### config.mk
export PLATFORM = sky130hd
export DESIGN_NAME = projectile_launcher
export DESIGN_NICKNAME = d
export VERILOG_FILES = /design/src/rtl/projectile_pkg.sv /design/src/rtl/projectile_launcher_edge_detector.sv /design/src/rtl/projectile_launcher.sv
export SDC_FILE = /design/constraint.sdc
export NUM_CORES = 1
export LEC_CHECK = 0
export CORE_ASPECT_RATIO = 0.7
export CORE_UTILIZATION = 45
export DETAILED_ROUTE_END_ITERATION = 7
export PLACE_DENSITY = 0.78
export SLEW_MARGIN = 20
export SYNTH_ARGS = -nofsm -noshare
export SYNTH_HDL_FRONTEND = slang
export SYNTH_SLANG_ARGS = --single-unit
### constraint.sdc
create_clock -name i_clk -period 3.6 [get_ports i_clk]
set_input_delay 0.9 -clock i_clk [delete_from_list [all_inputs] [get_ports i_clk]]
set_output_delay 0.9 -clock i_clk [all_outputs]
set_load 0.02 [all_outputs]
### src/rtl/projectile_pkg.sv
// Shared types and constants for the projectile fire controller.
package projectile_pkg;

  typedef enum logic [1:0] {
    IDLE,
    LOAD,
    FLIGHT,
    COOLDOWN
  } launch_state_t;

  localparam int FIXED_POINT_MULTIPLIER = 64;
  localparam int Y_FRAME_LIMIT          = 479;

endpackage

### src/rtl/projectile_launcher_edge_detector.sv
// Rising-edge detector for an already-synchronised level input.
module projectile_launcher_edge_detector (
  input  logic i_clk,
  input  logic i_reset,
  input  logic i_level,
  output logic o_rise
);

  logic r_level_d;

  always_ff @(posedge i_clk) begin
    if (i_reset) begin
      r_level_d <= 1'b0;
    end else begin
      r_level_d <= i_level;
    end
  end

  assign o_rise = i_level & ~r_level_d;

endmodule

### src/rtl/projectile_launcher.sv
// Single-shot fire controller: latches spawn point, pulses the mover load,
// gates drawing during flight and enforces a frame-counted cooldown.
module projectile_launcher
  import projectile_pkg::*;
#(
  parameter int unsigned COOLDOWN_FRAMES = 8,
  parameter int          SHOT_SPEED      = -4 * FIXED_POINT_MULTIPLIER,
  parameter int          SPAWN_OFFSET_X  = 14,
  parameter int          SPAWN_OFFSET_Y  = -8
) (
  input  logic               i_clk,
  input  logic               i_reset,
  input  logic               i_start_of_frame,
  input  logic               i_fire_key,
  input  logic               i_enable,
  input  logic signed [10:0] i_player_top_left_x,
  input  logic signed [10:0] i_player_top_left_y,
  input  logic               i_projectile_end,
  output logic               o_load_initial_coordinates,
  output logic signed [10:0] o_initial_x,
  output logic signed [10:0] o_initial_y,
  output logic signed [31:0] o_speed,
  output logic               o_projectile_active,
  output logic [7:0]         o_shots_fired
);

  localparam int unsigned CNT_W = $clog2(COOLDOWN_FRAMES + 1);

  launch_state_t      r_state;
  logic [CNT_W-1:0]   r_cooldown;
  logic               r_load;
  logic signed [10:0] r_initial_x;
  logic signed [10:0] r_initial_y;
  logic signed [31:0] r_speed;
  logic               r_active;
  logic [7:0]         r_shots;

  logic               w_fire_rise;
  logic signed [10:0] w_spawn_x;
  logic signed [10:0] w_spawn_y;
  logic               w_spawn_ok;

  projectile_launcher_edge_detector u_fire_edge (
    .i_clk   (i_clk),
    .i_reset (i_reset),
    .i_level (i_fire_key),
    .o_rise  (w_fire_rise)
  );

  // Wraps silently in 11 bits; only a non-positive Y suppresses the shot.
  assign w_spawn_x  = i_player_top_left_x + 11'(SPAWN_OFFSET_X);
  assign w_spawn_y  = i_player_top_left_y + 11'(SPAWN_OFFSET_Y);
  assign w_spawn_ok = (w_spawn_y >= 11'sd1);

  always_ff @(posedge i_clk) begin
    if (i_reset) begin
      r_state     <= IDLE;
      r_cooldown  <= '0;
      r_load      <= 1'b0;
      r_initial_x <= '0;
      r_initial_y <= '0;
      r_speed     <= '0;
      r_active    <= 1'b0;
      r_shots     <= '0;
    end else begin
      unique case (r_state)
        IDLE: begin
          if (w_fire_rise && i_enable && w_spawn_ok) begin
            r_initial_x <= w_spawn_x;
            r_initial_y <= w_spawn_y;
            r_load      <= 1'b1;
            r_state     <= LOAD;
          end
        end
        // End flag is ignored here: the mover still holds the previous shot.
        LOAD: begin
          r_load   <= 1'b0;
          r_active <= 1'b1;
          r_speed  <= 32'(SHOT_SPEED);
          if (r_shots != 8'hFF) begin
            r_shots <= r_shots + 8'd1;
          end
          r_state  <= FLIGHT;
        end
        FLIGHT: begin
          if (i_projectile_end) begin
            r_active   <= 1'b0;
            r_speed    <= '0;
            r_cooldown <= CNT_W'(COOLDOWN_FRAMES);
            r_state    <= COOLDOWN;
          end
        end
        COOLDOWN: begin
          if (i_start_of_frame) begin
            r_cooldown <= r_cooldown - CNT_W'(1);
            if (r_cooldown == CNT_W'(1)) begin
              r_state <= IDLE;
            end
          end
        end
        default: r_state <= IDLE;
      endcase
    end
  end

  assign o_load_initial_coordinates = r_load;
  assign o_initial_x                = r_initial_x;
  assign o_initial_y                = r_initial_y;
  assign o_speed                    = r_speed;
  assign o_projectile_active        = r_active;
  assign o_shots_fired              = r_shots;

endmodule

### After elaboration in Yosys (flattened, before gate mapping)

Index checks and enable logic that the tools add are counted.
W data, S select, Z words.

| operators by class | value |
|---|---|
| add/subtract/negate cells | 4 |
| order comparisons | 1 |
| equal/unequal tests | 9 |
| mux-type cells | 14 |
| bitwise operators | 2 |
| reductions and logical operators | 12 |

Operators by type and width:

| cell | count |
|---|---|
| $pmux W32 S2 | 1 |
| $mux W32 | 1 |
| $add A11 B4 Y11 const B | 1 |
| $add A11 B5 Y11 const B | 1 |
| $ge A11 B2 Y1 const B | 1 |
| $add A8 B1 Y8 const B | 1 |
| $mux W2 | 4 |
| $mux W4 | 2 |
| $ne A2 B2 Y1 const B | 4 |
| $ne A8 B8 Y1 const B | 1 |
| $pmux W2 S4 | 1 |
| $pmux W4 S2 | 1 |
| $reduce_and A2 Y1 | 4 |
| $reduce_bool A2 Y1 | 3 |
| $eq A2 B2 Y1 const B | 2 |
| $eq A4 B1 Y1 const B | 1 |
| $pmux W1 S2 | 2 |
| $reduce_and A4 Y1 | 1 |
| $sub A4 B1 Y4 const B | 1 |
| $reduce_and A3 Y1 | 1 |
| $eq A2 B1 Y1 const B | 1 |
| $logic_and A1 B1 Y1 | 2 |
| $logic_not A2 Y1 | 1 |
| $mux W1 | 2 |
| other kinds (2) | 2 |

| storage, ports and cells | value |
|---|---|
| register bits after elaboration | 71 |
| output and inout port bits | 64 |

### Depth between registers and ports, before layout

Gate-level depths: netlist of run 1.

| logic depth | value |
|---|---|
| depth in word-level cells | 6 |
| gate-level depth with buffers | 9 |
| depth with buffers taken out | 7 |

### Modules after synthesis

A second synthesis of run 1 with hierarchy kept.

| unflattened totals | value |
|---|---|
| cells, all modules | 296 |
| area, all modules | 2580.0 um^2 |

By module, submodules not included:

| module | instances | cells an instance | area each (um^2) |
|---|---|---|---|
| projectile_launcher | 1 | 293 | 2532.4 |
| projectile_launcher_edge_detector | 1 | 3 | 47.5 |

### Worst setup path after synthesis of run 1

OpenSTA, ideal clock, no wires.

| timing | value |
|---|---|
| path kind | input to register |
| start | in i_player_top_left_y[3] |
| end | reg r_initial_x[1], in the netlist o_initial_x[1] |
| setup time | 0.123 ns |
| arrival time | 3.048 ns |
| required time | 3.477 ns |
| slack | 0.428 ns |
| cell stages on the path | 7 |
| path buffers | 2 |
| cells stage by stage | or4_4 -> o41a_1 -> or4b_1 -> buf_6 -> a21oi_4 -> buf_6 -> mux2_1 |

| between the ends | value |
|---|---|
| longest elaborated chain between the ends | 4 |

RTL lines:

| element | line | text |
|---|---|---|
| from (decl) | projectile_launcher.sv:17 | `input logic signed [10:0] i_player_top_left_y,` |
| $add A11 B4 Y11 | projectile_launcher.sv:52 | `assign w_spawn_y = i_player_top_left_y + 11'(SPAWN_OFFSET_Y);` |
| $ge A11 B2 Y1 | projectile_launcher.sv:53 | `assign w_spawn_ok = (w_spawn_y >= 11'sd1);` |
| $logic_and A1 B1 Y1 | projectile_launcher.sv:68 | `if (w_fire_rise && i_enable && w_spawn_ok) begin` |
| $reduce_and A2 Y1 (no line) | n/a |  |
| to (signal assigned) | projectile_launcher.sv:69 | `r_initial_x <= w_spawn_x;` |
| to (decl) | projectile_launcher.sv:32 | `logic signed [10:0] r_initial_x;` |

No other way between the ends.
A chain may end at the register's enable or synchronous reset.

### Worst setup path after layout of run 1

| timing | value |
|---|---|
| start | in i_player_top_left_y[3] |
| end | reg r_initial_x[4], in the netlist o_initial_x[4] |

| between the ends | value |
|---|---|
| longest elaborated chain between the ends | 4 |

RTL lines:

| element | line | text |
|---|---|---|
| $add A11 B4 Y11 | projectile_launcher.sv:52 |  |
| named net w_spawn_y[3] | projectile_launcher.sv:40 | `logic signed [10:0] w_spawn_y;` |
| $ge A11 B2 Y1 | projectile_launcher.sv:53 |  |
| $logic_and A1 B1 Y1 | projectile_launcher.sv:68 |  |
| $reduce_and A2 Y1 (no line) | n/a |  |

The timed path passes the listed nets, and every way through them passes these cells.

==> impl_metrics.yaml, run 1 <==
grt:
  grt_use_total_pct: 19.33
  grt_antenna_before_repair: 0
  first_global_vias: 1920
  grt_max_degree: 33
  grt_first_pass_wirelength_mm: 9.211
  gr-total-overflow: 0
job:
  maxCapViolCount: 0
setup_path:
  path_cells: "clkdlybuf4s50_1 -> buf_4 -> inv_1 -> ha_1 -> or4b_1 -> o21ai_0 -> o311a_1 -> a21o_1 -> mux2_4"
  crit_buf_inv: 3
  worst_setup_path_start_kind: "input pin"
  reg2reg_from: "r_state[0]"
  critPathArrivalTime_ns: 3.57
  cp-startpoint: "i_player_top_left_y[3]"
  cp.required_ns: 3.78
  ff2ff_setup_slack_ns: 1.50
  cpMaxStageDelayCell: "or4b_1"
  end_kind: "flip-flop"
  path_delay_family: "compound AO/OA/AOI/OAI gates"
  path_class: "input pin to flip-flop"
  cpPeakStageDelay_ns: 0.49
  path_max_fanout: 10
synth:
  yosys.area.top_type: "dfxtp_1"
  avgSynthCellArea_um2: 8.711
  yosys_most_used_dff: "dfxtp_1"
  synth_edf_count: 0
  netlist_instances: 292
  ys_types: 49
  ys_ff_latch: 39
  synthArstFlopShare_pct: 0
  ys_warn_count: 0
  yosys.area.top_type_share_pct: 30.69
  netlist_area_um2: 2544
  synth_seq_area_share_pct: 30.69
  synthTopCellsByArea: "dfxtp_1, buf_4, ha_1"
clock_network:
  cts_sinks: 39
  cts_hold_buf: 0
  cts_root_buf: "clkbuf_8"
  cts_setup_buffers: 0
  clk_latency_ns: 0.29
  cts_tree: "yes"
  path_clk_slew_ns: 0.07
  cts_made_buffers: 5
  ctsResizeCount: 0
  clockBufferDepth: 2
  htree_num_levels: 2
pwr:
  finalPower_mw: 1.687
  p_leak_nw: 1.292
  power_density_nw_per_um2: 492.9
  ir_drop_v: 0.0002480
route:
  viasPerCell: 4.972
  routed_wl_mm: 5.650
  initialDrtViolationCount: 64
  wl_per_cell_um: 12.99
  firstDrtPassIters: 4
  vias: 2163
  drtAntennaViolNets: 0
  drc: 0
timing:
  final.min_clock_period_ns: 3.388
  setup_viol: 0
  fin_tns_setup_ns: 0
  worst_pin_slew_ns: 0.6828
  fin_ws_ns: 0.2116
  fmax_ghz: 0.2951
  post-route-period-util_pct: 94.12
  relSlewSlack_pct: 54.42
  slew_violations: 0
  finalHoldViolCount: 0
  fin_worst_skew_ns: 0.006357
  rsz0062_at_grt: "no"
final_layout:
  num-fill-cells: 466
  fin_nets: 401
  drive_above_1_share_pct: 9.642
  multiInputGateArea_um2: 1410
  final-seq-area_um2: 780.7
  stdcell_count: 435
  syn2layout_area_growth_pct: 34.58
  diodes: 0
  utilization_pct: 64.11
run_status:
  status: "complete, no violations"
placement:
  dp_slack_ns: -0.03625
  routabilityCongestion: 0.8668
  hpwl_mm: 4.331
  dp_cells: 427
  io_buffer_count: 83
min_path:
  worstHoldPathType: "flip-flop to flip-flop"
  min_from: "o_initial_x[10]"
die:
  core.rowCount: 22
  die_h_um: 64.91
  die_area_um2: 5962
  fp.coreArea_um2: 5340
  start_util_pct: 47.63
  die_w_um: 91.86
  ios: 92
per-stage QoR:
step                      hold slack, ns  cell area, µm²
after detailed placement          0.4503            3306
final                             0.4593            3423
after global placement            0.4518            3306
after floorplan                   0.4652            2570
after CTS                         0.4621            3423
after global routing              0.4895            3423
Yosys cell counts, drive strengths merged, types with 2 or more instances:
| cell | number |
|---|---|
| a22oi | 2 |
| xor2 | 5 |
| o21ai | 11 |
| nand2 | 7 |
| a211oi | 16 |
| and3 | 2 |
| or3 | 4 |
| xnor2 | 12 |
| nand2b | 10 |
| mux2 | 11 |
| or4b | 2 |
| and4 | 3 |
| clkbuf | 7 |
| a221oi | 2 |
| o211ai | 3 |
| nor3 | 3 |
| nor2 | 25 |
| nor3b | 3 |
| ha | 11 |
| mux2i | 7 |
| dfxtp | 39 |
| nor4b | 2 |
| inv | 19 |
| nand4 | 5 |
| buf | 37 |
| nor2b | 13 |
| nand3b | 4 |
| nand3 | 5 |
| a21oi | 7 |
cell type report:
cell class	instances	share of cell area, %
inverters	19	2.083
multi-input cells	197	41.19
clock inverters	2	1.023
clock buffers	6	2.412
repair buffers	100	27.85
well taps	72	2.632
flip-flops and latches	39	22.81
placed cells by master, fill, tap and decap left out, types with 2 or more instances in the layout:
cell and count:
clkdlybuf4s50_1 82, and3_1 2, nand2_1 7, nor3_1 3, nand3_1 5, buf_4 17, nor4b_1 2, nor2b_1 13
xnor2_1 12, a211oi_1 16, xor2_1 5, nand2b_1 10, nand3b_1 4, and4_1 3, a22oi_1 2, a221oi_1 2
mux2_2 3, mux2i_1 7, dfxtp_1 39, nor2_1 25, nand4_1 5, or3_1 4, mux2_1 5, a21oi_1 6
mux2_4 3, clkbuf_8 6, o211ai_1 3, o21ai_0 11, conb_1 8, or4b_1 2, inv_1 19, nor3b_1 3
ha_1 11
state kept, by name (all words and copies together), names as in the netlist:
name and flops:
o_initial_y 11, r_state 2, u_fire_edge.r_level_d 1, o_speed 1, o_initial_x 11, o_load_initial_coordinates 1, r_cooldown 4, o_shots_fired 8
kinds of logic (layout without fill, tap and decap cells):
kind of cell               count (synthesis)  count (layout)  share of synthesized area (%)
muxes                                     18              18                          8.067
DFF                                       39              39                          30.69
xor gates and xnor gates                  17              17                          5.853
and+or+nand+nor                           93              93                          21.00
other                                      1               8                         0.1474
AOI/OAI and AO/OA                         50              50                          13.92
adders and majority gates                 11              11                          5.411
buffers and inverters                     63             127                          14.90
final timing paths:
kind / to / cells past startpoint
setup / recovery: o_initial_x[4] / 9
setup reg to reg: o_initial_y[3] / 5
hold reg to reg: o_initial_x[10] / 2
hold / removal: o_initial_x[10] / 2
worst reg2reg max path: stages, from the launching register on:
cell	delay, ns
dfxtp_1	0.34
inv_1	0.11
ha_1	0.29
or4b_1	0.57
a21oi_4	0.31
mux2_2	0.38
metal layers:
metal  vias to the layer above  share of wire, %  global-route usage [%]
met1                       987                52                   26.87
met2                        54                44                   30.50
met4                         0              0.73                   5.273
li1                       1117                 -                       -
met5                         -                 0                       0
met3                         5               3.5                   3.756
power breakdown:
part	leakage [nW]	switching, mW	internal, mW
sequential	0.316	0.0597	0.479
combinational	0.914	0.391	0.383
clock	0.0612	0.150	0.224
total	1.29	0.601	1.09
Power figures use the tool's default switching activity.
==> inputs of run 2 (changes only) <==
--- a/config.mk
+++ b/config.mk
@@ -6,6 +6,7 @@
 export NUM_CORES = 1
 export LEC_CHECK = 0
 export CORE_ASPECT_RATIO = 0.7
+export CORE_MARGIN = 1
 export CORE_UTILIZATION = 45
 export DETAILED_ROUTE_END_ITERATION = 7
 export PLACE_DENSITY = 0.78
==> results of run 2 <==
The final DEF is identical to that of run 1; final timing and power are the same.
